[config.mk]
export PLATFORM = sky130hd
export DESIGN_NAME = multicycle_ctrl
export DESIGN_NICKNAME = d
export VERILOG_FILES = /design/src/rtl/multicycle_ctrl.sv
export SDC_FILE = /design/constraint.sdc
export NUM_CORES = 1
export LEC_CHECK = 0
export BUFFER_PORTS_ARGS = -buffer_cell sky130_fd_sc_hd__buf_2
export CORE_MARGIN = 2
export CORE_UTILIZATION = 44
export CTS_CLUSTER_DIAMETER = 80
export DETAILED_ROUTE_END_ITERATION = 6
export PLACE_DENSITY_LB_ADDON = 0.12
export SYNTH_ARGS = -nofsm -noshare
export SYNTH_HDL_FRONTEND = slang
export SYNTH_SLANG_ARGS = --single-unit
[constraint.sdc]
create_clock -name clk -period 2 [get_ports clk]
set_clock_uncertainty 0.15 [all_clocks]
set_input_delay 0.2 -clock clk [delete_from_list [all_inputs] [get_ports clk]]
set_output_delay 0.2 -clock clk [all_outputs]
set_load 0.05 [all_outputs]
[src/rtl/multicycle_ctrl.sv]
// multicycle_ctrl: multi-cycle FETCH/DECODE/EXEC/MEM/WB sequencer for the
// RV32I-subset datapath. One memory port serves both instruction and data
// accesses through a req/ready handshake.
//
// Parameters:
//   MEM_TIMEOUT  cycles mem_req may wait for mem_ready before bus_err (0 = never)
// Ports:
//   clk, rst              clock (rising edge), synchronous active-high reset
//   instr[31:0]           IR contents, valid DECODE..WB
//   zero                  ALU zero flag, used by beq in EXEC
//   mem_ready             memory acknowledge, only looked at in FETCH/MEM
//   mem_req, mem_we, iord memory request, write strobe, address select (1 = ALU)
//   ir_write, pc_write    IR load / PC <= NPC strobes
//   reg_write             register file write enable
//   alu_src, alu_op,      datapath controls (ALUOp, EXTOp one-hot, NPCOp, WDSel)
//   ext_op, npc_op, wd_sel
//   state[2:0]            FSM state for debug
//   instret               one-cycle pulse per retired instruction
//   illegal, bus_err      sticky error flags, cleared only by rst
module multicycle_ctrl #(
  parameter int unsigned MEM_TIMEOUT = 16
) (
  input  logic        clk,
  input  logic        rst,
  input  logic [31:0] instr,
  input  logic        zero,
  input  logic        mem_ready,
  output logic        mem_req,
  output logic        mem_we,
  output logic        iord,
  output logic        ir_write,
  output logic        pc_write,
  output logic        reg_write,
  output logic        alu_src,
  output logic [4:0]  alu_op,
  output logic [5:0]  ext_op,
  output logic [2:0]  npc_op,
  output logic [1:0]  wd_sel,
  output logic [2:0]  state,
  output logic        instret,
  output logic        illegal,
  output logic        bus_err
);

  typedef enum logic [2:0] {
    S_FETCH  = 3'd0,
    S_DECODE = 3'd1,
    S_EXEC   = 3'd2,
    S_MEM    = 3'd3,
    S_WB     = 3'd4,
    S_TRAP   = 3'd7
  } state_t;

  localparam int unsigned   TW     = (MEM_TIMEOUT < 2) ? 1 : $clog2(MEM_TIMEOUT + 1);
  localparam logic [TW-1:0] T_LAST = TW'(MEM_TIMEOUT - 1);

  state_t        cur, nxt;
  logic [TW-1:0] tcnt;
  logic          tmo_hit, set_ill, set_berr;

  logic [6:0] opcode, f7;
  logic [2:0] f3;
  logic       is_alu, is_lw, is_sw, is_beq, is_jal, legal;
  logic [4:0] dec_aop;
  logic [5:0] dec_eop;
  logic       dec_src;
  logic       instr_unused;

  assign opcode       = instr[6:0];
  assign f3           = instr[14:12];
  assign f7           = instr[31:25];
  assign instr_unused = ^{instr[24:15], instr[11:7]};

  // Instruction decode; is_alu covers R-type, I-type ALU and lui (all go EXEC -> WB).
  always_comb begin
    is_alu  = 1'b0;
    is_lw   = 1'b0;
    is_sw   = 1'b0;
    is_beq  = 1'b0;
    is_jal  = 1'b0;
    dec_aop = '0;
    dec_eop = '0;
    dec_src = 1'b0;
    case (opcode)
      7'b0110011: begin
        if (f7 == 7'b0000000) begin
          is_alu = 1'b1;
          case (f3)
            3'b000:  dec_aop = 5'b00011;
            3'b001:  dec_aop = 5'b01111;
            3'b010:  dec_aop = 5'b01010;
            3'b011:  dec_aop = 5'b01011;
            3'b100:  dec_aop = 5'b01100;
            3'b101:  dec_aop = 5'b10000;
            3'b110:  dec_aop = 5'b01101;
            default: dec_aop = 5'b01110;
          endcase
        end else if (f7 == 7'b0100000 && f3 == 3'b000) begin
          is_alu  = 1'b1;
          dec_aop = 5'b00100;
        end else if (f7 == 7'b0100000 && f3 == 3'b101) begin
          is_alu  = 1'b1;
          dec_aop = 5'b10001;
        end
      end
      7'b0010011: begin
        dec_eop = 6'b010000;
        dec_src = 1'b1;
        case (f3)
          3'b000: begin is_alu = 1'b1; dec_aop = 5'b00011; end
          3'b100: begin is_alu = 1'b1; dec_aop = 5'b01100; end
          3'b110: begin is_alu = 1'b1; dec_aop = 5'b01101; end
          3'b111: begin is_alu = 1'b1; dec_aop = 5'b01110; end
          default: ;
        endcase
      end
      7'b0000011: if (f3 == 3'b010) begin
        is_lw = 1'b1; dec_aop = 5'b00011; dec_eop = 6'b010000; dec_src = 1'b1;
      end
      7'b0100011: if (f3 == 3'b010) begin
        is_sw = 1'b1; dec_aop = 5'b00011; dec_eop = 6'b001000; dec_src = 1'b1;
      end
      7'b1100011: if (f3 == 3'b000) begin
        is_beq = 1'b1; dec_aop = 5'b00100; dec_eop = 6'b000100;
      end
      7'b1101111: begin
        is_jal = 1'b1; dec_eop = 6'b000001;
      end
      7'b0110111: begin
        is_alu = 1'b1; dec_aop = 5'b00001; dec_eop = 6'b000010; dec_src = 1'b1;
      end
      default: ;
    endcase
  end

  assign legal = is_alu | is_lw | is_sw | is_beq | is_jal;

  // Ready on the final allowed cycle wins over the timeout.
  assign tmo_hit = (MEM_TIMEOUT != 0) && !mem_ready && (tcnt == T_LAST);

  always_comb begin
    nxt       = cur;
    mem_req   = 1'b0;
    mem_we    = 1'b0;
    iord      = 1'b0;
    ir_write  = 1'b0;
    pc_write  = 1'b0;
    reg_write = 1'b0;
    alu_src   = 1'b0;
    alu_op    = '0;
    ext_op    = '0;
    npc_op    = '0;
    wd_sel    = '0;
    instret   = 1'b0;
    set_ill   = 1'b0;
    set_berr  = 1'b0;
    if (rst) begin
      nxt = S_FETCH;
    end else begin
      if (cur inside {S_DECODE, S_EXEC, S_MEM, S_WB}) begin
        alu_op  = dec_aop;
        ext_op  = dec_eop;
        alu_src = dec_src;
      end
      case (cur)
        S_FETCH: begin
          mem_req = 1'b1;
          if (mem_ready) begin
            ir_write = 1'b1;
            nxt      = S_DECODE;
          end else if (tmo_hit) begin
            set_berr = 1'b1;
            nxt      = S_TRAP;
          end
        end
        S_DECODE: begin
          if (!legal) begin
            set_ill = 1'b1;
            nxt     = S_TRAP;
          end else begin
            nxt = S_EXEC;
          end
        end
        S_EXEC: begin
          if (is_beq) begin
            pc_write = 1'b1;
            npc_op   = zero ? 3'b001 : 3'b000;
            instret  = 1'b1;
            nxt      = S_FETCH;
          end else if (is_jal) begin
            reg_write = 1'b1;
            wd_sel    = 2'b10;
            pc_write  = 1'b1;
            npc_op    = 3'b010;
            instret   = 1'b1;
            nxt       = S_FETCH;
          end else if (is_lw || is_sw) begin
            nxt = S_MEM;
          end else begin
            nxt = S_WB;
          end
        end
        S_MEM: begin
          mem_req = 1'b1;
          iord    = 1'b1;
          mem_we  = is_sw;
          if (mem_ready) begin
            if (is_sw) begin
              pc_write = 1'b1;
              instret  = 1'b1;
              nxt      = S_FETCH;
            end else begin
              nxt = S_WB;
            end
          end else if (tmo_hit) begin
            set_berr = 1'b1;
            nxt      = S_TRAP;
          end
        end
        S_WB: begin
          reg_write = 1'b1;
          wd_sel    = is_lw ? 2'b01 : 2'b00;
          pc_write  = 1'b1;
          instret   = 1'b1;
          nxt       = S_FETCH;
        end
        S_TRAP:  nxt = S_TRAP;
        default: nxt = S_FETCH;
      endcase
    end
  end

  always_ff @(posedge clk) begin
    if (rst) begin
      cur     <= S_FETCH;
      illegal <= 1'b0;
      bus_err <= 1'b0;
      tcnt    <= '0;
    end else begin
      cur <= nxt;
      if (set_ill)  illegal <= 1'b1;
      if (set_berr) bus_err <= 1'b1;
      if (nxt != cur || !mem_req || mem_ready) tcnt <= '0;
      else                                      tcnt <= tcnt + 1'b1;
    end
  end

  assign state = cur;

endmodule

Word-level counts from Yosys, hierarchy flattened
Cells that the tools add are included.

Memories: 0. Bits of input ports: 36. Bits in registers: 10. Word-level logic and storage cells: 123. Memory bits (writable): 0. Output and inout bits: 29. Bits in read-only memories: 0. Bits in latches: 0.

Order comparisons: 0. Reductions and logical operators: 17. Muxes and demuxes: 75. Shift-type cells: 0. Equal/unequal tests: 22. Bitwise gates (word level): 4. $add $sub $neg: 1. Div/mod/pow operators: 0. Multipliers: 0.

Operators by type and width (count): $mux W1 (37); $pmux W5 S7 (1); $mux W3 (11); $mux W5 (6); $pmux W5 S6 (1); $eq A7 B6 Y1 const B (4); $pmux W5 S5 (1); $eq A3 B3 Y1 const B (6); $mux W2 (8); $pmux W4 S4 (1); $pmux W3 S5 (1); $eq A7 B7 Y1 const B (2); $eq A3 B2 Y1 const B (4); $mux W6 (2); $reduce_or A2 Y1 (4); $eq A7 B2 Y1 const B (1); $eq A7 B5 Y1 const B (1); $logic_not A7 Y1 (1); $eq A3 B1 Y1 const B (2); $logic_not A3 Y1 (2); $pmux W1 S3 (2); $add A5 B1 Y5 const B (1); $eq A5 B4 Y1 const B (1); $mux W4 (1); 9 further kinds (18).

Depth between registers and ports, before layout
Depth in word-level cells: 17. Gate-level depth with buffers: 8. Gate-level depth less buffers: 8.

Worst setup path after synthesis
No wires, ideal clock.

Path kind: reg2out. Start: register cur[0] (netlist: state[0]). End: output mem_we. Required time: 1650 ps. Cell stages (with the launch flop): 5. Path slack: -1767 ps. Path buffers: 1. Arrival: 3417 ps. Path through: dfxtp_1 -> clkbuf_8 -> nand2_1 -> nor3_1 -> nor3b_1.

Word-level cells in the longest chain between the ends: 3.

RTL lines: from (decl) (line 57) `state_t cur, nxt;`; from (signal assigned) (line 240) `cur <= nxt;`; $eq A3 B2 Y1 (line 165) `case (cur)`; $mux W1 (line 165); $mux W1 (line 157) `if (rst) begin`; to (decl) (line 29) `output logic mem_we,`.

Every way passes these cells.

Final worst setup path
Start: register cur[0] (netlist: state[0]). End: output alu_op[1].

Word-level cells in the longest chain between the ends: 4. Elaborated cells on any way between the ends: 7. Those cells by class: eq/ne (4); mux (2); reduce/logical (1).

RTL lines: $eq A3 B1 Y1 (tied with other cells) (line 160) `if (cur inside {S_DECODE, S_EXEC, S_MEM, S_WB}) begin`; $reduce_bool A4 Y1 (*) (line 160); $mux W5 (*) (line 160); $mux W5 (*) (line 157); to (decl) (line 35) `output logic [4:0] alu_op,`.

Every way passes the cells marked *; elsewhere a longest branch is shown, timed or not.

==> impl_results.md <==
* Cell Area, Synth at approximately 1200 sq um
* DR vias at about 1400
* Hold path depth at 3
* Final #Nets at about 260
* Drc violations at 0
* Worst-path maximum fanout at 4
* TritonRoute pass-1 iters at 4
* Setup-violating endpoint count in the final report at 11
* Largest net degree at the start of global routing at 12
* Pwr Density at roughly 830 nW/um^2
* Post-synthesis cell type count at 48
* Clock Path Buffers at 2
* Fmax at around 460 MHz
* Pwr Total at ~1.5 mW
* Post-Syn Instances at 160
* Finished Layout Cells at around 250
* Layout area overhead at 61.09%
* R2r setup slk at around 0.1 ns
* Root Buffer Master: clkbuf_4
* CP endpoint kind: output port
* Antenna violations before repair at 0
* Max-slew violation total from the final report at 0
* Sequential-to-total area share from yosys stat at 0.1739
* Layout cell share with drive strength beyond 1 at 0.5180
* Reg2reg end: state[2]
* Die Y at between 50 and 60 microns
* Layout fillers at about 190
* Clock-pin slew on the worst setup and hold paths at about 0.070 ns
* Die area at around 3000 sq um
* Worst hold path type: input port to flop
* Top-Level Pins at 65
* Ys async rst share at 0
* Fin. Hold Viols at 0
* Status: finished with violations
* Worst skew pair latency at roughly 0.27 ns
* FP Rows at 18
* Initial DRC Count at 35
* First-pass GRT wire length at roughly 5500 microns
* Placed insts at between 200 and 250
* DP Wirelength at approximately 2800 microns
* CTS tree: yes
* Reg-to-Reg Start: tcnt[0]
* DRT antenna net count at 0
* Hold Crit Start: rst
* Register area at roughly 210 sq um
* Dpl cell area at roughly 1600 sq um
* Hold EP: bus_err
* Failing checks: setup timing
* Yosys warnings at 0
* CP Data Arrival Time at 1.85 ns
* Total gr overflow at 0
* Startpoint type of the worst setup path: flop
* Register bit total from synthesis at 10
* Placeable Area at ~2500 sq um
* Setup TNS at -1.185 ns
* RSZ-0062 raised after global routing: yes
* Post-synth EDFFs at 0
* Total wire length at 3652 microns
* Drt wl/cell at between 10 and 15 microns
* Final Cycle Share at 1.099
* Design area at between 1500 and 2000 sq um
* Final WS setup at -0.1975 ns
* DIE WIDTH at around 55 microns
* Worst reg-to-reg path cell count at 8
* Number of global-route vias before repair at about 1300
* Synthesized area per cell at between 7 and 8 sq um
* GPL Wtd Cong at about 0.86
* CTS Sinks at 10
* CTS buffer count at 3
* Dpl ws at -0.06154 ns
* Worst endpoint required time at 1.65 ns
* GRT Util Overall at 0.2482
* Multi-input logic area at ~1000 sq um
* Post-synth top flop: dfxtp_1
* Crit Path Category: flop to output port
* PortBufs at 47
* DR vias/cell at ~5.7
* Worst vdd ir at between 1 and 1.5 mV
* Tmin final at 2.198 ns
* # H-tree levels at 1
* Max-cap viol count at 0
* Starting Density at 0.4646
* Antenna cells at 0
* Leakage Power at 0.7914 nW
-- layout make-up --
cell class | count | area share
clock buffer | 4 | 0.01957
inverter | 6 | 0.01215
multi-input combinational | 131 | 0.5486
sequential | 10 | 0.1140
tap | 30 | 0.02024
timing repair buffer | 71 | 0.2854
-- repair_timing --
item	in CTS	in global routing
buffers inserted	2	0
hold buffers	0	0
pin swaps	7	6
endpoints found under the hold margin	0	0
gates resized for setup	42	17
endpoints found under the setup margin	13	21
-- critical path, cell delays in order, from the launching register on --
cell and delay (ns):
dfxtp_4 0.35, o21ai_1 0.11, or3b_4 0.40, nor2_4 0.09
nand4_1 0.12, buf_6 0.17, a211oi_4 0.15, buf_6 0.18
-- where the power goes --
group	switching, mW	internal [mW]
Sequential	0.0310	0.257
Clock	0.0742	0.111
Combinational	0.675	0.388
Total	0.780	0.755
-- synth_stat cells (3+ instances only) --
cell / n / area [sq um]
buf_6: 6 / 67.56
dfxtp_1: 10 / 200.2
a31oi_1: 3 / 18.77
buf_2: 3 / 15.01
o21ai_0: 6 / 30.03
xnor2_1: 4 / 35.03
a21oi_1: 7 / 35.03
buf_4: 4 / 30.03
nand3_1: 7 / 35.03
nor3_1: 11 / 55.05
nor2_1: 25 / 93.84
inv_1: 6 / 22.52
nor2b_1: 4 / 25.02
nand4_1: 4 / 25.02
o211ai_1: 3 / 22.52
a211oi_1: 3 / 22.52
nand2_1: 11 / 41.29
and3_1: 4 / 25.02
-- registers in the layout (all words and copies together), names as in the netlist --
signal	count
bus_err	1
illegal	1
state	3
tcnt	5
-- kinds of logic (layout without fill, tap and decap cells) --
logic type      Yosys count  in the layout  synth area share
buf+inv                  20             81            0.1293
simple gates             86             86            0.4108
compound gates           35             35            0.2152
other cells               1              2          0.003258
flops                    10             10            0.1739
xor+xnor                  6              6           0.04565
fa+ha+maj                 2              2           0.02174
-- placed cells by master, fill, tap and decap left out, drive strengths merged --
| master | count |
|---|---|
| a2111oi | 1 |
| a211oi | 3 |
| a21boi | 2 |
| a21o | 1 |
| a21oi | 7 |
| a22oi | 1 |
| a31o | 1 |
| a31oi | 3 |
| a41oi | 1 |
| and2 | 2 |
| and2b | 3 |
| and3 | 4 |
| and3b | 2 |
| and4b | 1 |
| buf | 70 |
| clkbuf | 5 |
| conb | 2 |
| dfxtp | 10 |
| ha | 2 |
| inv | 6 |
| nand2 | 11 |
| nand2b | 2 |
| nand3 | 7 |
| nand3b | 3 |
| nand4 | 4 |
| nor2 | 25 |
| nor2b | 4 |
| nor3 | 12 |
| nor3b | 2 |
| nor4b | 1 |
| o211a | 1 |
| o211ai | 3 |
| o21a | 1 |
| o21ai | 7 |
| o22ai | 2 |
| o41ai | 1 |
| or2 | 2 |
| or3b | 1 |
| xnor2 | 4 |
| xor2 | 2 |
-- through the flow --
| stage | util | hold WS [ns] |
|---|---|---|
| 6_report | 0.7485 | 0.1873 |
| 3_3_place_gp | 0.6439 | 0.2810 |
| 5_1_grt | 0.7485 | 0.1819 |
| 2_1_floorplan | - | 0.2524 |
| 4_1_cts | 0.7227 | 0.1750 |
| 3_5_place_dp | 0.6439 | 0.2864 |
-- metal layers --
metal,track usage,wire (microns)
met1,0.2946,1455
met4,0.04878,25
met5,0,0
met3,0.01613,173
met2,0.4841,1997
-- worst max-delay path by stage --
stage / from / end / slack, ns / depth (start not counted)
global route: state[0] / alu_op[1] / -0.27 / 7
global placement: state[1] / alu_op[1] / -0.04 / 7
floorplan: state[1] / alu_op[1] / -0.42 / 6
CTS: state[0] / alu_op[1] / -0.18 / 7
finish: state[0] / alu_op[1] / -0.20 / 7
detailed placement: instr[27] / alu_op[2] / -0.06 / 7
No activity file was read; power rests on OpenSTA's default activity.
